===== src/rtl/cpu_run_step_ctrl.sv =====
// -----------------------------------------------------------------------------
// cpu_run_step_ctrl
//   Generates the CPU reset and CPU clock-enable for the SoC top. In run mode
//   the CPU clock is enabled every cycle. In single-step mode it is held off
//   and each press of the step button releases a burst of STEP_CYCLES enabled
//   cycles. A soft-reset button re-enters the reset hold sequence.
//
// Ports
//   clkout      in   system clock
//   ext_reset   in   asynchronous active-low board reset
//   btn_mode_n  in   raw mode button, active-low; toggles run/step
//   btn_step_n  in   raw step button, active-low
//   btn_rst_n   in   raw soft-reset button, active-low
//   cpu_rst_n   out  CPU/SoC reset, active-low, flop output
//   cpu_clk_en  out  CPU clock enable, flop output
//   step_mode   out  1 = single-step mode
//   step_count  out  number of completed step bursts, wraps
//   state_dbg   out  FSM state: HOLD=0, RUN=1, STEP_IDLE=2, STEP_BURST=3
// -----------------------------------------------------------------------------
module cpu_run_step_ctrl #(
    parameter int RST_HOLD_CYCLES = 16,
    parameter int DEBOUNCE_CYCLES = 255,
    parameter int STEP_CYCLES     = 1,
    parameter int CNT_W           = 16
) (
    input  logic             clkout,
    input  logic             ext_reset,
    input  logic             btn_mode_n,
    input  logic             btn_step_n,
    input  logic             btn_rst_n,
    output logic             cpu_rst_n,
    output logic             cpu_clk_en,
    output logic             step_mode,
    output logic [CNT_W-1:0] step_count,
    output logic [1:0]       state_dbg
);

    localparam int DB_W    = (DEBOUNCE_CYCLES > 1) ? $clog2(DEBOUNCE_CYCLES) : 1;
    localparam int HOLD_W  = (RST_HOLD_CYCLES > 1) ? $clog2(RST_HOLD_CYCLES) : 1;
    localparam int BURST_W = $clog2(STEP_CYCLES + 1);

    localparam logic [DB_W-1:0]    DB_LAST   = DB_W'(DEBOUNCE_CYCLES - 1);
    localparam logic [HOLD_W-1:0]  HOLD_LAST = HOLD_W'(RST_HOLD_CYCLES - 1);
    localparam logic [BURST_W-1:0] BURST_LEN = BURST_W'(STEP_CYCLES);

    // Button slots in the conditioning arrays.
    localparam int B_MODE = 0;
    localparam int B_STEP = 1;
    localparam int B_RST  = 2;

    typedef enum logic [1:0] {
        ST_HOLD       = 2'd0,
        ST_RUN        = 2'd1,
        ST_STEP_IDLE  = 2'd2,
        ST_STEP_BURST = 2'd3
    } state_t;

    // ------------------------------------------------------------------
    // Reset synchronizer: assertion is immediate, release is delayed by
    // two clkout edges so every downstream flop leaves reset together.
    // ------------------------------------------------------------------
    logic [1:0] rst_sync_q, rst_sync_d;
    logic       rst_sync;

    assign rst_sync_d = {rst_sync_q[0], 1'b1};
    assign rst_sync   = rst_sync_q[1];

    // NOTE: sequential state is updated with non-blocking assignments only,
    // so every flop samples the values from before the clock edge.
    always_ff @(posedge clkout or negedge ext_reset) begin
        if (!ext_reset) rst_sync_q <= '0;
        else            rst_sync_q <= rst_sync_d;
    end

    // ------------------------------------------------------------------
    // Button conditioning: 2-flop sync, invert, debounce, press pulse.
    // ------------------------------------------------------------------
    logic [2:0]            btn_raw_n;
    logic [2:0]            btn_meta_q, btn_meta_d;
    logic [2:0]            btn_sync_q, btn_sync_d;
    logic [2:0]            btn_act;
    logic [2:0]            db_lvl_q, db_lvl_d;
    logic [2:0][DB_W-1:0]  db_cnt_q, db_cnt_d;
    logic [2:0]            press_q, press_d;

    assign btn_raw_n = {btn_rst_n, btn_step_n, btn_mode_n};
    assign btn_act   = ~btn_sync_q;

    // NOTE: every signal driven in always_comb gets a default first, so no
    // path through the block can leave it unassigned and infer a latch.
    always_comb begin
        btn_meta_d = btn_raw_n;
        btn_sync_d = btn_meta_q;
        db_lvl_d   = db_lvl_q;
        press_d    = '0;
        db_cnt_d   = '0;
        for (int i = 0; i < 3; i++) begin
            if (btn_act[i] != db_lvl_q[i]) begin
                if (db_cnt_q[i] == DB_LAST) begin
                    db_lvl_d[i] = btn_act[i];
                    // Only a released->pressed flip is a press.
                    press_d[i]  = btn_act[i];
                end else begin
                    db_cnt_d[i] = db_cnt_q[i] + 1'b1;
                end
            end
        end
    end

    // ------------------------------------------------------------------
    // Run/step FSM
    // ------------------------------------------------------------------
    state_t               state_q, state_d;
    logic [HOLD_W-1:0]    hold_cnt_q, hold_cnt_d;
    logic [BURST_W-1:0]   burst_cnt_q, burst_cnt_d;
    logic                 step_mode_q, step_mode_d;
    logic [CNT_W-1:0]     step_count_q, step_count_d;
    logic                 cpu_rst_n_q, cpu_rst_n_d;
    logic                 cpu_clk_en_q, cpu_clk_en_d;

    always_comb begin
        state_d      = state_q;
        hold_cnt_d   = hold_cnt_q;
        burst_cnt_d  = burst_cnt_q;
        step_mode_d  = step_mode_q;
        step_count_d = step_count_q;

        if (press_q[B_RST]) begin
            // Soft reset outranks any other press in the same cycle.
            state_d      = ST_HOLD;
            hold_cnt_d   = '0;
            step_count_d = '0;
        end else begin
            case (state_q)
                ST_HOLD: begin
                    if (hold_cnt_q == HOLD_LAST) begin
                        hold_cnt_d = '0;
                        state_d    = step_mode_q ? ST_STEP_IDLE : ST_RUN;
                    end else begin
                        hold_cnt_d = hold_cnt_q + 1'b1;
                    end
                end
                ST_RUN: begin
                    if (press_q[B_MODE]) begin
                        state_d     = ST_STEP_IDLE;
                        step_mode_d = 1'b1;
                    end
                end
                ST_STEP_IDLE: begin
                    // Mode is tested first so a simultaneous step is dropped.
                    if (press_q[B_MODE]) begin
                        state_d     = ST_RUN;
                        step_mode_d = 1'b0;
                    end else if (press_q[B_STEP]) begin
                        state_d     = ST_STEP_BURST;
                        burst_cnt_d = BURST_LEN;
                    end
                end
                ST_STEP_BURST: begin
                    if (burst_cnt_q == BURST_W'(1)) begin
                        state_d      = ST_STEP_IDLE;
                        step_count_d = step_count_q + 1'b1;
                    end else begin
                        burst_cnt_d = burst_cnt_q - 1'b1;
                    end
                end
                default: state_d = ST_HOLD;
            endcase
        end

        // Outputs are decoded from the next state and registered, so they
        // change on the same edge as state_dbg and never glitch.
        cpu_rst_n_d  = (state_d != ST_HOLD);
        cpu_clk_en_d = (state_d != ST_STEP_IDLE);
    end

    // NOTE: rst_sync resets the logic asynchronously; no memory arrays live
    // here, so every flop has a defined reset value.
    always_ff @(posedge clkout or negedge rst_sync) begin
        if (!rst_sync) begin
            btn_meta_q   <= '1;
            btn_sync_q   <= '1;
            db_lvl_q     <= '0;
            db_cnt_q     <= '0;
            press_q      <= '0;
            state_q      <= ST_HOLD;
            hold_cnt_q   <= '0;
            burst_cnt_q  <= '0;
            step_mode_q  <= 1'b0;
            step_count_q <= '0;
            cpu_rst_n_q  <= 1'b0;
            cpu_clk_en_q <= 1'b0;
        end else begin
            btn_meta_q   <= btn_meta_d;
            btn_sync_q   <= btn_sync_d;
            db_lvl_q     <= db_lvl_d;
            db_cnt_q     <= db_cnt_d;
            press_q      <= press_d;
            state_q      <= state_d;
            hold_cnt_q   <= hold_cnt_d;
            burst_cnt_q  <= burst_cnt_d;
            step_mode_q  <= step_mode_d;
            step_count_q <= step_count_d;
            cpu_rst_n_q  <= cpu_rst_n_d;
            cpu_clk_en_q <= cpu_clk_en_d;
        end
    end

    assign cpu_rst_n  = cpu_rst_n_q;
    assign cpu_clk_en = cpu_clk_en_q;
    assign step_mode  = step_mode_q;
    assign step_count = step_count_q;
    assign state_dbg  = state_q;

endmodule


===== config.mk =====
export PLATFORM = sky130hd
export DESIGN_NAME = cpu_run_step_ctrl
export DESIGN_NICKNAME = d
export VERILOG_FILES = /design/src/rtl/cpu_run_step_ctrl.sv
export SDC_FILE = /design/constraint.sdc
export NUM_CORES = 1
export LEC_CHECK = 0
export CAP_MARGIN = 15
export CORE_MARGIN = 5
export CORE_UTILIZATION = 50
export DETAILED_ROUTE_END_ITERATION = 8
export GPL_TIMING_DRIVEN = 1
export HOLD_SLACK_MARGIN = 0.02
export PLACE_DENSITY = 0.71
export SLEW_MARGIN = 5
export SYNTH_ARGS = -nofsm -noshare
export SYNTH_HDL_FRONTEND = slang
export SYNTH_SLANG_ARGS = --single-unit
export TNS_END_PERCENT = 30

===== constraint.sdc =====
create_clock -name clkout -period 2.8 [get_ports clkout]
set_clock_uncertainty 0.1 [all_clocks]
set_input_delay 0.56 -clock clkout [delete_from_list [all_inputs] [get_ports clkout]]
set_output_delay 0.56 -clock clkout [all_outputs]
set_load 0.02 [all_outputs]

==> run_results.csv, run 1 <==
group,metric,value,unit
outcome,status,"completed",
clocking,clkSinkCount,64,
placed_design,io_buffers,25,
setup_path,critPathKind,"reg -> out",
clocking,clk_latency,0.34,ns
finish,areaGrowthSynthToFinish,19.15,%
route,postRouteAntennaNets,0,
setup_path,crit_fanout,13,
placed_design,placedCellCount,359,
sta,tightest_slew,0.7165,ns
clocking,cts-buffers-inserted,9,
placed_design,dp_hpwl,3307,µm
route,wl_per_cell,12.79,µm
floorplanning,die_w,85.39,µm
floorplanning,die_area,0.007291,mm²
clocking,cts_buffer_depth,2,
yosys,synth_area_leader_cell,"dfrtp_1",
yosys,synth.distinct_cells,38,
grt,grt_max_degree,36,
setup_path,crit_path_end_kind,"primary output",
sta,hold_violations,0,
yosys,yosysWarnings,0,
finish,fillers,453,
yosys,synth.area.top_cells,"dfrtp_1, xor2_1, dfstp_2, nor2_1, xnor2_1",
finish,layout_commonest_cell,"dfrtp_1",
setup_path,critical_path_buf_inv_count,1,
setup_path,cp_top_family,"buffers and inverters",
route,drt_iter0_drc,79,
power,leakagePower,1.483,nW
grt,track_usage,15.27,%
clocking,cts_max_level,3,
sta,rsz0062_at_grt,"false",
yosys,netlist_instances,265,
clocking,cts-root-buf,"clkbuf_8",
finish,stdcell_count,375,
floorplanning,initial_core_util,51.60,%
sta,setup_violations,0,
route,drc_errors,0,
setup_path,crit_chain,"clkdlybuf4s50_1",
yosys,ys_seq_area_share,56.63,%
sta,layout_min_cycle_time,2.273,ns
setup_path,startpoint_type,"flop",
power,irDropWorstVdd,0.0005521,V
power,powerDensity,534.4,mW/mm²
route,first_pass_iters,4,
yosys,ys_ff_latch,64,
clocking,tritoncts,"built",
grt,overflow,0,
setup_path,required,2.14,ns
setup_path,crit_slowest_cell,"clkdlybuf4s50_1",
yosys,synthesis.area,0.002841,mm²
floorplanning,fp.dieH,85.39,µm
floorplanning,io_pins,26,
finish,final_nets,311,
route,drt-vias-per-instance,5.133,
grt,grt_pass1_wl,8838,µm
placed_design,gp_congestion,0.7457,
finish,final_cell_mix,"dfrtp_1, nor2_1, clkdlybuf4s50_1",
hold_path,hold_class,"reg -> async",
floorplanning,fp-row-count,27,
sta,timing.final.crit_share,81.18,%
sta,tns,0,ns
clocking,cts-resized-gates,0,
run,drv_cap,0,
setup_path,arrival,1.61,ns
sta,max_slew_margin,52.23,%
clocking,clkTransAtPathRegs,0.08,ns
yosys,synth-edff-count,0,
yosys,synthArstFlopShare,100.0,%
grt,grt_antenna_before_repair,0,
route,routed_wirelength,4796,µm
finish,n_antenna_cell,0,
power,power.total,1.809,mW
placed_design,dpl_cell_area,0.003182,mm²
clocking,cts_hold_buf,0,
setup_path,max_stage_delay,0.72,ns
sta,max_freq,439.9,MHz
finish,final_core_util,61.49,%
clocking,post-cts-setup-buffer-count,0,
setup_path,rrSetupSlack,0.69,ns
route,vias,1925,
floorplanning,core_area,0.005507,mm²
finish,drive_above_1_share,10.89,%
yosys,syn_nets,278,
finish,post-route-cell-area,0.003386,mm²
yosys,avgSynthCellArea,10.72,µm²
grt,first_global_vias,1901,
yosys,ys_dominant_reg_cell,"dfrtp_1",
sta,maxSlewViolCount,0,
yosys,synthDominantCellAreaShare,51.08,%
flip-flops by register name (all words and copies together) (netlist names):
register / count
btn_meta_q: 3
step_count: 16
state_dbg: 2
cpu_clk_en: 1
rst_sync_q: 2
step_mode: 1
hold_cnt_q: 4
press_q: 3
cpu_rst_n: 1
db_lvl_q: 3
burst_cnt_q: 1
db_cnt_q: 24
btn_sync_q: 3
metal layers:
layer	global-route usage (%)	up-vias	wire length, µm
met5	0	-	0
met2	23.59	26	2226
li1	-	975	-
met1	19.45	914	2246
met4	8.201	0	108
met3	4.175	10	213
final cells by class:
cell class	instances	area, µm²	area share, %
sequential	64	1610	47.56
multi-input combinational	189	1186	35.03
timing repair buffer	28	272.8	8.056
clock buffer	9	123.9	3.659
tap	72	90.09	2.661
clock inverter	7	80.08	2.365
inverter	6	22.52	0.6652
Yosys cell counts, types with 2 or more instances:
cell type  count
dfrtp_1       58
nor2_1        41
nand2_1       21
xor2_1        19
nand3_1       14
xnor2_1       13
nand4_1       12
a21oi_1       11
ha_1           8
o21ai_0        8
dfstp_2        6
inv_1          6
nor3_1         5
and3_1         4
and4_1         4
clkbuf_1       4
nor4b_1        4
mux2_2         3
a21o_1         2
nor2b_1        2
nor4_1         2
or3_1          2
through the flow:
stage               worst slack, ns  hold WS [ns]
floorplan                    0.7965        0.1644
global placement             0.7465        0.2378
detailed placement           0.6962        0.2369
CTS                          0.5115        0.2540
global route                 0.4246        0.2517
finish                       0.5269        0.2319
power by group:
part | switching [mW] | total (mW) | internal (mW)
Combinational | 0.0236 | 0.0424 | 0.0189
Sequential | 0.0263 | 0.970 | 0.944
Clock | 0.377 | 0.797 | 0.420
Total | 0.427 | 1.81 | 1.38
kinds of logic after synthesis:
kind of cell | after synthesis | synth area share (%)
flip-flops | 64 | 56.63
AO/OA/AOI/OAI | 25 | 5.108
multiplexers | 4 | 1.541
buffers and inverters | 12 | 1.629
XOR/XNOR | 32 | 9.864
other | 1 | 0.1320
adder cells (fa/ha/maj) | 8 | 3.523
AND/OR/NAND/NOR | 119 | 21.58
final timing paths:
| check | start | endpoint | cells after the start |
|---|---|---|---|
| worst max-delay path | state_dbg[0] | state_dbg[0] | 1 |
| worst min-delay path | rst_sync_q[1] | db_lvl_q[2] | 0 |
| worst max register to register | state_dbg[0] | step_count[15] | 4 |
| worst min register to register | rst_sync_q[1] | db_lvl_q[2] | 0 |
| max in group asynchronous | rst_sync_q[1] | step_count[15] | 1 |
| min in group clkout | btn_meta_q[0] | btn_sync_q[0] | 0 |
No activity file was read; power rests on OpenSTA's default activity.
==> run 2: changes to the inputs <==
==> constraint.sdc (replaced) <==
create_clock -name clkout -period 2.3 [get_ports clkout]
set_clock_uncertainty 0.1 [all_clocks]
set_input_delay 0.46 -clock clkout [delete_from_list [all_inputs] [get_ports clkout]]
set_output_delay 0.46 -clock clkout [all_outputs]
set_load 0.02 [all_outputs]
==> run_results.csv, run 2 (same netlist as run 1, synthesis figures left out) <==
group,metric,value,unit
clocking,tritoncts,"built",
setup_path,crit_slowest_cell,"clkdlybuf4s50_1",
clocking,clkSinkCount,64,
clocking,cts_hold_buf,0,
setup_path,rrSetupSlack,0.37,ns
grt,grt_max_degree,52,
power,power_switching_share,22.30,%
sta,layout_setup_ws,0.2218,ns
setup_path,crit_path_end_kind,"primary output",
setup_path,max_stage_delay,0.64,ns
route,met1Wirelength,2316,µm
route,first_pass_iters,4,
route,wl_met2,2175,µm
floorplanning,die_area,0.007291,mm²
power,pwr-share-comb,2.9,%
finish,n_antenna_cell,0,
sta,maxSlewViolCount,0,
power,p_sw,0.4580,mW
clocking,cts-root-buf,"clkbuf_8",
sta,hold_violations,0,
grt,first_global_vias,1930,
sta,tns,0,ns
placed_design,dp_hpwl,3287,µm
floorplanning,fp.dieH,85.39,µm
finish,largest_register_ffs,24,
finish,final_cell_mix,"dfrtp_1, nor2_1, clkdlybuf4s50_1",
power,irDropWorstVdd,0.0004330,V
floorplanning,initial_core_util,51.60,%
route,routed_wirelength,4843,µm
route,drt-vias-per-instance,5.220,
route,postRouteAntennaNets,0,
setup_path,arrival,1.52,ns
hold_path,hold_class,"reg -> async",
power,intPower,1.596,mW
power,p_seq_share,57.2,%
setup_path,critPathKind,"reg -> out",
clocking,clk_latency,0.34,ns
sta,rsz0062_at_grt,"false",
route,dr_wl_met3,263,µm
sta,max_freq,481.2,MHz
run,drv_cap,0,
grt,grt_antenna_before_repair,0,
clocking,post-cts-setup-buffer-count,0,
finish,layout_commonest_cell,"dfrtp_1",
placed_design,io_buffers,25,
placed_design,gp_congestion,0.7850,
route,drt_iter0_drc,109,
floorplanning,fp-row-count,27,
setup_path,r2r_start,"burst_cnt_q",
sta,timing.final.crit_share,90.36,%
route,wl_per_cell,12.85,µm
setup_path,crit_fanout,12,
route,vias,1968,
sta,setup_violations,0,
finish,areaGrowthSynthToFinish,18.63,%
setup_path,r2r_cells,4,
outcome,status,"completed",
setup_path,crit_chain,"buf_4 -> clkdlybuf4s50_1",
route,drc_errors,0,
floorplanning,die_w,85.39,µm
finish,drive_above_1_share,9.836,%
finish,regMostFlops,"db_cnt_q",
floorplanning,core_area,0.005507,mm²
setup_path,startpoint_type,"flop",
clocking,cts_buffer_depth,2,
grt,track_usage,15.22,%
clocking,clkTransAtPathRegs,0.07,ns
power,power.total,2.054,mW
setup_path,r2r_end,"step_count[15]",
power,powerDensity,609.4,mW/mm²
finish,final_nets,313,
floorplanning,io_pins,26,
sta,hold_ws,0.04759,ns
setup_path,required,1.74,ns
route,highest_layer,"met4",
power,clockPowerShare,39.8,%
clocking,cts-buffers-inserted,9,
grt,grt_pass1_wl,8756,µm
clocking,cts-resized-gates,0,
placed_design,dpl_worst_slack,0.3776,ns
grt,overflow,0,
clocking,cts_max_level,3,
power,leakagePower,1.483,nW
sta,layout_min_cycle_time,2.078,ns
finish,fillers,459,
[run 2: through the flow]
step                      std cells  area, µm²  utilization, %
after CTS                       377       3371           61.21
after global placement          361       3209           58.28
after detailed placement        361       3209           58.28
final                           377       3371           61.21
after floorplan                 265       2841               -
after global routing            377       3371           61.21
[run 2: worst max-delay path by stage]
| stage | from | end | cells after the start |
|---|---|---|---|
| finish | state_dbg[1] | state_dbg[1] | 2 |
| global route | state_dbg[0] | state_dbg[0] | 2 |
| CTS | state_dbg[0] | state_dbg[0] | 2 |
| detailed placement | step_count[2] | step_count[15] | 4 |
| global placement | step_count[2] | step_count[15] | 4 |
| floorplan | rst_sync_q[1] | burst_cnt_q | 0 |
[run 2: critical path, delay by kind of cell, from the launching register on]
kind	cells	cell delay, ns
DFF	1	0.36
buffers and inverters	2	0.82
[run 2: cell type report]
class	instances	area (µm²)	share of cell area (%)
Sequential cell	64	1610	47.77
Tap cell	72	90.09	2.673
Multi-Input combinational cell	189	1186	35.19
Timing Repair Buffer	30	300.3	8.909
Clock inverter	1	5.005	0.1485
Inverter	6	22.52	0.6682
Clock buffer	15	156.4	4.640
[run 2: power groups by stage]
stage | sequential (mW) | combinational (mW) | clock [mW]
finish | 1.18 | 0.0604 | 0.818
global route | 1.18 | 0.0710 | 0.901
CTS | 1.18 | 0.0628 | 0.847
detailed placement | 1.20 | 0.0627 | 0
global placement | 1.20 | 0.0608 | 0
floorplan | 1.20 | 0.0280 | 0
[run 2: metal layers]
layer,track usage (%),up-vias
met5,0,-
met4,7.626,0
met3,5.243,9
met2,23.09,37
met1,19.33,940
li1,-,982
==> run 3: changes to the inputs <==
--- a/config.mk
+++ b/config.mk
@@ -6,12 +6,12 @@
 export NUM_CORES = 1
 export LEC_CHECK = 0
 export CAP_MARGIN = 15
-export CORE_MARGIN = 5
 export CORE_UTILIZATION = 50
 export DETAILED_ROUTE_END_ITERATION = 8
 export GPL_TIMING_DRIVEN = 1
 export HOLD_SLACK_MARGIN = 0.02
 export PLACE_DENSITY = 0.71
+export SETUP_SLACK_MARGIN = 0.4
 export SLEW_MARGIN = 5
 export SYNTH_ARGS = -nofsm -noshare
 export SYNTH_HDL_FRONTEND = slang
==> run_results.csv, run 3 (same netlist as run 1, synthesis figures left out) <==
group,metric,value,unit
setup_path,crit_path_end_kind,"primary output",
finish,areaGrowthSynthToFinish,20.96,%
route,drt_iter0_drc,70,
sta,hold_violations,0,
grt,grt_max_degree,32,
finish,drive_above_1_share,13.27,%
grt,overflow,0,
power,power.total,2.182,mW
route,vias,1947,
power,powerDensity,634.9,mW/mm²
floorplanning,core_area,0.005507,mm²
finish,layout_commonest_cell,"dfrtp_1",
route,wl_per_cell,12.36,µm
floorplanning,initial_core_util,51.60,%
setup_path,crit_fanout,5,
sta,setup_violations,0,
setup_path,critPathKind,"reg -> out",
finish,largest_register_ffs,24,
sta,tightest_slew,0.6386,ns
clocking,cts_hold_buf,0,
hold_path,hold_class,"reg -> async",
route,drc_errors,0,
sta,max_freq,514.6,MHz
placed_design,gp_congestion,0.7879,
finish,final_core_util,62.42,%
floorplanning,fp-row-count,27,
sta,layout_setup_ws,0.3568,ns
floorplanning,die_area,0.005988,mm²
setup_path,cp_top_family,"buffers and inverters",
setup_path,arrival,1.38,ns
setup_path,max_stage_delay,0.63,ns
setup_path,startpoint_type,"flop",
clocking,clkSinkCount,64,
clocking,clk_latency,0.32,ns
sta,layout_min_cycle_time,1.943,ns
setup_path,required,1.74,ns
route,drt-vias-per-instance,5.110,
setup_path,critical_path_buf_inv_count,1,
floorplanning,fp.dieH,77.39,µm
finish,final_nets,317,
clocking,cts_max_level,3,
placed_design,dpl_worst_slack,0.4004,ns
route,routed_wirelength,4710,µm
power,irDropWorstVdd,0.0003738,V
sta,timing.final.crit_share,84.49,%
grt,grt_pass1_wl,8190,µm
finish,regMostFlops,"db_cnt_q",
grt,track_usage,17.58,%
placed_design,dp_hpwl,3334,µm
clocking,tritoncts,"built",
sta,maxSlewViolCount,0,
run,drv_cap,0,
sta,max_slew_margin,57.43,%
sta,tns,0,ns
route,first_pass_iters,4,
placed_design,io_buffers,25,
grt,first_global_vias,1883,
outcome,status,"completed",
sta,rsz0062_at_grt,"true",
setup_path,crit_chain,"clkdlybuf4s50_1",
floorplanning,io_pins,26,
finish,final_cell_mix,"dfrtp_1, nor2_1, nand2_1",
route,postRouteAntennaNets,0,
clocking,cts-root-buf,"clkbuf_8",
setup_path,crit_slowest_cell,"clkdlybuf4s50_1",
power,leakagePower,1.589,nW
finish,fillers,468,
sta,hold_ws,0.1947,ns
floorplanning,die_w,77.39,µm
clocking,clkTransAtPathRegs,0.07,ns
clocking,cts-buffers-inserted,9,
clocking,cts_buffer_depth,2,
grt,grt_antenna_before_repair,0,
finish,n_antenna_cell,0,
run 3: report_power, final:
part	internal, mW	total (mW)	switching (mW)
clock	0.557	0.947	0.390
combinational	0.0242	0.0541	0.0299
sequential	1.15	1.18	0.0309
total	1.73	2.18	0.451
run 3: layout make-up:
cell class / instances / area (µm²) / area share, %
clock buffer: 13 / 158.9 / 4.623
clock inverter: 3 / 40.04 / 1.165
inverter: 6 / 22.52 / 0.6553
multi-input combinational: 189 / 1192 / 34.69
sequential: 64 / 1614 / 46.96
tap: 72 / 90.09 / 2.621
timing repair buffer: 34 / 319.1 / 9.283
run 3: what timing repair did:
item	CTS	global route
resized for setup	5	7
setup endpoints to repair	18	15
setup buffers	0	2
run 3: per-layer routing:
| layer | wire (µm) | GRT usage (%) | vias to the layer above |
|---|---|---|---|
| li1 | - | - | 986 |
| met1 | 2229 | 22.43 | 926 |
| met2 | 2266 | 28.58 | 31 |
| met3 | 184 | 5.294 | 4 |
| met4 | 30 | 5.849 | 0 |
| met5 | 0 | 0 | - |
run 3: through the flow:
step	cells	instance area, µm²
3_5_place_dp	363	3212
5_1_grt	381	3437
6_report	381	3437
2_1_floorplan	265	2843
4_1_cts	379	3405
3_3_place_gp	363	3212
run 3: final timing paths:
path	from	end	slack, ns	cells past startpoint
hold reg to reg	rst_sync_q[1]	db_cnt_q[20]	0.19	0
min in group clkout	rst_sync_q[0]	rst_sync_q[1]	0.25	0
setup / recovery	step_count[9]	step_count[9]	0.36	1
max in group asynchronous	rst_sync_q[1]	btn_meta_q[1]	1.24	1
setup reg to reg	burst_cnt_q	step_count[15]	0.46	4
hold / removal	rst_sync_q[1]	db_cnt_q[20]	0.19	0
